`src/rtl/jump_controller_pkg.sv`:
```
// Shared definitions for the jump controller: condition codes, FSM encoding, condition evaluation.
package jump_controller_pkg;

    localparam int unsigned COND_W = 3;

    localparam logic [COND_W-1:0] COND_ALWAYS = 3'b000;
    localparam logic [COND_W-1:0] COND_Z      = 3'b001;
    localparam logic [COND_W-1:0] COND_NZ     = 3'b010;
    localparam logic [COND_W-1:0] COND_C      = 3'b011;
    localparam logic [COND_W-1:0] COND_NC     = 3'b100;
    localparam logic [COND_W-1:0] COND_N      = 3'b101;
    localparam logic [COND_W-1:0] COND_NN     = 3'b110;
    localparam logic [COND_W-1:0] COND_P      = 3'b111;

    typedef enum logic [1:0] {
        IDLE = 2'b00,
        EVAL = 2'b01,
        DONE = 2'b10
    } state_e;

    // True when the flag set satisfies the condition code.
    function automatic logic cond_met(input logic [COND_W-1:0] cond,
                                      input logic c, input logic n,
                                      input logic z, input logic p);
        logic r;
        r = 1'b0;
        case (cond)
            COND_ALWAYS: r = 1'b1;
            COND_Z:      r = z;
            COND_NZ:     r = ~z;
            COND_C:      r = c;
            COND_NC:     r = ~c;
            COND_N:      r = n;
            COND_NN:     r = ~n;
            COND_P:      r = p;
            default:     r = 1'b0;
        endcase
        return r;
    endfunction

endpackage

```
`src/rtl/jump_controller_return_stack.sv`:
```
// LIFO of return addresses for call/return; only built when JUMP_CTRL_CALL_EN is defined.
`ifdef JUMP_CTRL_CALL_EN
module return_stack #(
    parameter int unsigned DEPTH = 4,
    parameter int unsigned WIDTH = 8
) (
    input  logic             clk,
    input  logic             rst,
    input  logic             push_i,
    input  logic             pop_i,
    input  logic [WIDTH-1:0] data_i,
    output logic             full_o,
    output logic             empty_o,
    output logic [WIDTH-1:0] data_o
);

    localparam int unsigned PTR_W = $clog2(DEPTH + 1);
    localparam int unsigned IDX_W = (DEPTH > 1) ? $clog2(DEPTH) : 1;

    logic [WIDTH-1:0] mem_q [DEPTH];
    logic [PTR_W-1:0] sp_q, sp_d;
    logic [WIDTH-1:0] top_q, top_d;
    logic             full_q, full_d;
    logic             empty_q, empty_d;
    logic             do_push, do_pop;

    assign do_push = push_i & ~full_q;
    assign do_pop  = pop_i & ~empty_q & ~push_i;

    // Top-of-stack is kept in its own register so data_o is a flop output.
    always_comb begin
        sp_d  = sp_q;
        top_d = top_q;
        if (do_push) begin
            sp_d  = sp_q + PTR_W'(1);
            top_d = data_i;
        end else if (do_pop) begin
            sp_d  = sp_q - PTR_W'(1);
            top_d = (sp_q > PTR_W'(1)) ? mem_q[IDX_W'(sp_q - PTR_W'(2))] : '0;
        end
        full_d  = (sp_d == PTR_W'(DEPTH));
        empty_d = (sp_d == '0);
    end

    always_ff @(posedge clk) begin
        if (rst) begin
            sp_q    <= '0;
            top_q   <= '0;
            full_q  <= 1'b0;
            empty_q <= 1'b1;
        end else begin
            sp_q    <= sp_d;
            top_q   <= top_d;
            full_q  <= full_d;
            empty_q <= empty_d;
        end
    end

    always_ff @(posedge clk) begin
        if (do_push && !rst) begin
            mem_q[IDX_W'(sp_q)] <= data_i;
        end
    end

    assign full_o  = full_q;
    assign empty_o = empty_q;
    assign data_o  = top_q;

endmodule
`endif

```
`src/rtl/jump_controller.sv`:
```
// Program-counter sequencer with conditional jumps (fixed two-edge latency).
// Define JUMP_CTRL_CALL_EN to add call/ret through a return stack and the stk_err pulse.
module jump_controller
    import jump_controller_pkg::*;
#(
    parameter int unsigned MAX_WIDTH   = 8,
    parameter int unsigned STACK_DEPTH = 4
) (
    input  logic                 clk,
    input  logic                 rst,
    input  logic                 C,
    input  logic                 N,
    input  logic                 Z,
    input  logic                 P,
    input  logic                 step,
    input  logic                 jreq,
    input  logic [COND_W-1:0]    jcond,
    input  logic [MAX_WIDTH-1:0] jtarget,
`ifdef JUMP_CTRL_CALL_EN
    input  logic                 call,
    input  logic                 ret,
    output logic                 stk_err,
`endif
    output logic [MAX_WIDTH-1:0] pc,
    output logic                 jack,
    output logic                 taken,
    output logic                 busy
);

    state_e                state_q, state_d;
    logic [MAX_WIDTH-1:0]  pc_q, pc_d, pc_inc;
    logic [MAX_WIDTH-1:0]  target_q, target_d;
    logic [COND_W-1:0]     cond_q, cond_d;
    logic                  taken_q, taken_d;
    logic                  jack_q, jack_d;
    logic                  busy_q, busy_d;

`ifdef JUMP_CTRL_CALL_EN
    logic                  call_q, call_d;
    logic                  err_q, err_d;
    logic                  push, pop;
    logic                  stk_full, stk_empty;
    logic [MAX_WIDTH-1:0]  stk_top;

    return_stack #(
        .DEPTH (STACK_DEPTH),
        .WIDTH (MAX_WIDTH)
    ) u_stack (
        .clk     (clk),
        .rst     (rst),
        .push_i  (push),
        .pop_i   (pop),
        .data_i  (pc_inc),
        .full_o  (stk_full),
        .empty_o (stk_empty),
        .data_o  (stk_top)
    );
`endif

    assign pc_inc = pc_q + MAX_WIDTH'(1);

    // Next-state and datapath decisions.
    always_comb begin
        state_d  = state_q;
        pc_d     = pc_q;
        target_d = target_q;
        cond_d   = cond_q;
        taken_d  = taken_q;
`ifdef JUMP_CTRL_CALL_EN
        call_d   = call_q;
        err_d    = 1'b0;
        push     = 1'b0;
        pop      = 1'b0;
`endif
        case (state_q)
            IDLE: begin
                if (jreq) begin
                    cond_d   = jcond;
                    target_d = jtarget;
`ifdef JUMP_CTRL_CALL_EN
                    call_d   = call;
`endif
                    state_d  = EVAL;
`ifdef JUMP_CTRL_CALL_EN
                end else if (ret) begin
                    if (stk_empty) begin
                        taken_d = 1'b0;
                        err_d   = 1'b1;
                    end else begin
                        pc_d    = stk_top;
                        taken_d = 1'b1;
                        pop     = 1'b1;
                    end
                    state_d = DONE;
`endif
                end else if (step) begin
                    pc_d = pc_inc;
                end
            end
            EVAL: begin
                if (cond_met(cond_q, C, N, Z, P)) begin
`ifdef JUMP_CTRL_CALL_EN
                    // A call with no room leaves pc untouched and reports the overflow.
                    if (call_q && stk_full) begin
                        taken_d = 1'b0;
                        err_d   = 1'b1;
                    end else begin
                        pc_d    = target_q;
                        taken_d = 1'b1;
                        push    = call_q;
                    end
`else
                    pc_d    = target_q;
                    taken_d = 1'b1;
`endif
                end else begin
                    pc_d    = pc_inc;
                    taken_d = 1'b0;
                end
                state_d = DONE;
            end
            DONE: begin
                state_d = IDLE;
            end
            default: begin
                state_d = IDLE;
            end
        endcase
        jack_d = (state_d == DONE);
        busy_d = (state_d != IDLE);
    end

    always_ff @(posedge clk) begin
        if (rst) begin
            state_q  <= IDLE;
            pc_q     <= '0;
            target_q <= '0;
            cond_q   <= '0;
            taken_q  <= 1'b0;
            jack_q   <= 1'b0;
            busy_q   <= 1'b0;
        end else begin
            state_q  <= state_d;
            pc_q     <= pc_d;
            target_q <= target_d;
            cond_q   <= cond_d;
            taken_q  <= taken_d;
            jack_q   <= jack_d;
            busy_q   <= busy_d;
        end
    end

`ifdef JUMP_CTRL_CALL_EN
    always_ff @(posedge clk) begin
        if (rst) begin
            call_q <= 1'b0;
            err_q  <= 1'b0;
        end else begin
            call_q <= call_d;
            err_q  <= err_d;
        end
    end

    assign stk_err = err_q;
`endif

    assign pc    = pc_q;
    assign jack  = jack_q;
    assign taken = taken_q;
    assign busy  = busy_q;

endmodule

```
`config.mk`:
```
export PLATFORM = sky130hd
export DESIGN_NAME = jump_controller
export DESIGN_NICKNAME = d
export VERILOG_FILES = /design/src/rtl/jump_controller_pkg.sv /design/src/rtl/jump_controller_return_stack.sv /design/src/rtl/jump_controller.sv
export SDC_FILE = /design/constraint.sdc
export NUM_CORES = 1
export LEC_CHECK = 0
export ABC_AREA = 1
export CORE_MARGIN = 10
export CORE_UTILIZATION = 54
export CTS_BUF_LIST = sky130_fd_sc_hd__clkbuf_4
export DETAILED_ROUTE_END_ITERATION = 8
export PLACE_DENSITY = 0.87
export SLEW_MARGIN = 20
export SYNTH_ARGS = -nofsm -noshare
export SYNTH_HDL_FRONTEND = slang
export SYNTH_SLANG_ARGS = --single-unit
```
`constraint.sdc`:
```
create_clock -name clk -period 2.3 [get_ports clk]
set_clock_uncertainty 0.2 [all_clocks]
set_input_delay 0.46 -clock clk [delete_from_list [all_inputs] [get_ports clk]]
set_output_delay 0.46 -clock clk [all_outputs]
set_load 0.01 [all_outputs]
```
* After elaboration in Yosys (flattened, before gate mapping)
Cells that the tools add are included.
Operators by class: add/sub/neg operators 1, equality and inequality tests 11, mux-type cells 9, bitwise operators 3, reductions and logical operators 6
Operators by type and width (count):
- 8-bit 2-to-1 mux | 3
- 8-bit case mux with 2 select lines | 1
- 3-bit equality test (second input constant) | 4
- 8-bit by 1-bit adder with 8-bit output (second input constant) | 1
- 1-bit case mux with 8 select lines | 1
- 3-bit by 2-bit equality test with 1-bit output (second input constant) | 2
- 2-bit inequality test (second input constant) | 2
- 2-bit case mux with 2 select lines | 1
- 2-bit nonzero test | 2
- 3-bit by 1-bit equality test with 1-bit output (second input constant) | 1
- 3-bit logical NOT | 1
- 1-bit NOT | 3
- 3-bit AND reduction | 1
- 2-bit by 1-bit equality test with 1-bit output (second input constant) | 1
- 2-bit equality test (second input constant) | 1
- 2-bit logical NOT | 1
- 1-bit 2-to-1 mux | 2
- 2-bit 2-to-1 mux | 1
- 2-bit AND reduction | 1
Word-level totals: flip-flop bits (word level) 24, input bits 19, output and inout port bits 11

* Depth between registers and ports, before layout
depth after elaboration 5, depth in mapped cells 11, mapped depth without buffers 10

* Worst setup path before layout
No wires, ideal clock.
path type input to register, start point input N, end point register pc_q[2] (netlist: pc[2]), data arrival time 1.169 ns, setup slack 0.810 ns, cell stages on the path 9, path through inv_1 > nand2_1 > nand2_1 > nand2_1 > nand2_4 > nand3_4 > buf_6 > o21ai_1 > a21oi_2
Between the ends: cells in the longest elaborated chain, start to end 5
Ends and longest elaborated chain:
- from (decl) | RTL line jump_controller.sv:12 | input logic N,
- 1-bit NOT | RTL line jump_controller_pkg.sv:34 | COND_NN: r = ~n;
- 1-bit case mux with 8 select lines (*) | RTL line jump_controller_pkg.sv:27 | case (cond)
- 1-bit 2-to-1 mux (*) | RTL line jump_controller.sv:75 | case (state_q)
- 8-bit 2-to-1 mux (*) | RTL line jump_controller.sv:101 | if (cond_met(cond_q, C, N, Z, P)) begin
- 8-bit case mux with 2 select lines (*) | RTL line jump_controller.sv:75
- to (signal assigned) | RTL line jump_controller.sv:144 | pc_q <= pc_d;
- to (decl) | RTL line jump_controller.sv:31 | logic [MAX_WIDTH-1:0] pc_q, pc_d, pc_inc;
Mark *: on every way between the ends. The rest lies on a longest branch, timed or not. The select of a mux whose other input is x is not followed. A chain may end at the register's enable or synchronous reset.

* Final worst setup path
start point register pc_q[4] (netlist: pc[4]), end point output pc[4]
RTL lines:
- to (decl) | RTL line jump_controller.sv:24 | output logic [MAX_WIDTH-1:0] pc,
No word-level cell between the ends.

==> results summary <==
Summed over all failing endpoints, the final setup total negative slack is 0 ns. The clock latency reported for the late side of the worst-skew pair is around 0.32 ns. The synthesized instance count is ~160. In this run, CTS created clock tree buffers numbering 3. CTS built an H-tree with a depth of 1. The combined buffer and inverter count along the critical path is 1. The die outline area is roughly 4500 um2. For flop-to-flop paths, the worst setup slack is 0.71 ns.

The max-capacitance violation count came out at 0. The critical path class is flip-flop to primary output. After filler insertion, the fill cell instance count of the layout stands at approximately 170. The highest cell delay on the worst timing path is 0.60 ns. The worst hold path begins at target_q[7]. The pre-antenna-repair detailed-routing pass consisted of 6 iterations. The critical path endpoint category is a primary output. For the worst setup path, the data required time is 1.64 ns. The largest individual stage delay along the critical path comes from the cell clkdlybuf4s50_1. For the pin with the worst max-slew slack, the measured transition is between 0.3 and 0.4 ns. The run finished with clean final reports. The die is between 60 and 70 um tall. The critical path starts at pc[4]. The pin count of the biggest net entering global routing is 20. The clock tree buffer depth is 2. Summed over all nets, the half-perimeter wirelength after detailed placement is roughly 2400 um. The fraction of final layout cells sized beyond drive strength 1 is ~15%. The number of gates resized after CTS was 0. The netlist area before placement came out at 1190 um2. The completed layout was analyzed and its total power is 0.000881 W. The share of the core filled with cells came out at about three quarters. The final worst-path cycle share came out at about nine tenths. The startpoint identified for the worst register-to-register timing path is pc[0]. The routed wire length per instance is ~14 um.

The count of distinct cell types in the synthesized netlist is 25. The number of hold violations in the final report came out at 0. Subtracting the final worst setup slack from the clock period gives around 2.1 ns.

At the worst endpoint, the arrival time is 1.40 ns. The maximum fanout count along the critical path is 7. Summing over every cut layer, the via total after detailed routing is about 1200. The leading area contributor after synthesis is dfxtp_1. Setup violations remaining at the end of the flow were counted as 0. The maximum clock frequency came out at between 0.4 and 0.5 GHz. After detailed routing, the number of vias per cell comes to ~5.3. The final count of pins violating max slew is 0. The die is about 67 um wide.

The number of DRC violations after detailed routing came out at 0. The global-route usage over all layers came out at ~14%. The number of DRC violations after detailed-routing iteration 0 is 30. The first-pass GRT wire length is about 4800 um.

The area share of the leading cell type in the synthesized netlist is ~39%. The area growth from synthesis to layout is 27.7%. The initial standard-cell utilization of the core came out at about three fifths. The area of the core is ~2000 um2. The number of sinks handled by clock tree synthesis is 23. Summed over all layers, the routed wires come to between 2000 and 3000 um. Clock-pin slew was measured on the worst setup and hold paths at approximately 0.12 ns.

Buffers added to address setup during post-CTS repair amount to 0. The peak supply drop is approximately 450 uV. The tree is rooted in a clkbuf_4. When the netlist entered floorplanning its net count stood at 183. The final RePlAce weighted congestion is just under 0.9. The number of storage elements in the synthesis netlist came out at 23. 0 antenna diodes ended up in the layout.

The type of the tightest min-delay check is flip-flop to flip-flop. The row count is 16. STA classifies the critical path startpoint as a flip-flop. The static leakage power is ~0.64 nW.

Measured against its own limit, the worst slew margin works out to between 70% and 80%. The number of I/O port buffers is 29. The final-stage net count came out at approximately 210. Setup repair after global routing left no endpoint under its margin. The areal power density over the cells came out at 577 nW/um2. TritonCTS built the clock tree. Walking the worst path, the cells encountered are clkdlybuf4s50_1. The yosys synthesis warning count came out at 0.

The I/O pin count came out at 30. The category of cells accounting for the largest share of critical-path delay is buffers and inverters. A synthesized cell averages between 7 and 8 um2. The part of the Yosys area used for sequential elements came out at 38.5%. The post-route antenna net violation count came out at 0. The number of buffers inserted for hold repair after clock tree synthesis came out at 0. The number of antenna violations at the first check in global routing is 0. The remaining global-route overflow came out at 0. In the post-synthesis netlist, the biggest area contributors are dfxtp_1 39%, nand2_1 9.1%, inv_1 6.3%. The number of global-route vias before repair is 1103.
==> through the flow <==
stage / hold slack [ns] / instances / instance area [um2] / setup slack (ns)
6_report: 0.272 / 219 / 1530 / 0.239
3_3_place_gp: 0.253 / 215 / 1500 / 0.300
5_1_grt: 0.295 / 219 / 1530 / 0.194
3_5_place_dp: 0.255 / 215 / 1500 / 0.210
2_1_floorplan: 0.229 / 163 / 1190 / 0.810
4_1_cts: 0.274 / 219 / 1530 / 0.236
==> final timing paths <==
kind / to / cells after the start
max: pc[4] / 1
max reg2reg: pc[6] / 7
min reg2reg: target_q[7] / 2
min: target_q[7] / 2
==> cells by family (layout without fill, tap and decap cells) <==
group	count (synthesis)	after routing	share of synthesized area [%]
AO/OA/AOI/OAI	31	31	15.5
XOR/XNOR	3	3	2.20
adder cells (fa/ha/maj)	1	1	1.05
buffers and inverters	28	57	10.1
flip-flops	23	23	38.5
AND/OR/NAND/NOR	77	77	32.7
==> synth_stat cells <==
cell	number
nand2_1	29
dfxtp_1	23
inv_1	20
nor2_1	19
o21ai_0	13
a21oi_1	9
nand3_1	9
a21oi_2	6
nand4_1	6
nand2_2	5
nand3_2	4
buf_2	3
inv_2	2
nand2_4	2
o21ai_1	2
xor2_1	2
buf_1	1
buf_4	1
buf_6	1
ha_1	1
nand3_4	1
nor2_4	1
nor3_1	1
o211ai_2	1
xnor2_1	1
==> layout by cell type (no fill, tap or decap), types with 4 or more instances in the layout <==
master            n
clkdlybuf4s50_1  29
a21oi_2           6
nor2_1           19
nand4_1           6
a21oi_1           9
dfxtp_1          23
inv_1            20
o21ai_0          13
nand3_2           4
clkbuf_4          4
nand2_1          29
nand3_1           9
nand2_2           5
==> sequential cells by signal (all words and copies together) (netlist names) <==
signal,flops
busy,1
cond_q,3
pc,8
state_q,2
taken,1
target_q,8
==> layout make-up <==
type	count	area [um2]	area share, %
Multi-Input combinational cell	112	614	40.2
Timing Repair Buffer	31	305	20.0
Clock buffer	4	30.0	1.97
Inverter	22	82.6	5.41
Sequential cell	23	460	30.2
Tap cell	27	33.8	2.21
==> power by group <==
part,switching [W],internal [W],leakage [nW]
Sequential,0.0000283,0.000430,0.190
Combinational,0.000119,0.000102,0.428
Clock,0.000122,0.0000798,0.0184
Total,0.000269,0.000612,0.636
==> routing by layer <==
metal / GRT usage, % / vias to the layer above / routed length (um)
met5: 0 / - / 0
met4: 6.92 / 0 / 56
met3: 3.51 / 5 / 220
met2: 24.1 / 40 / 1520
met1: 14.3 / 533 / 1170
li1: - / 583 / -
Power figures use the tool's default switching activity.
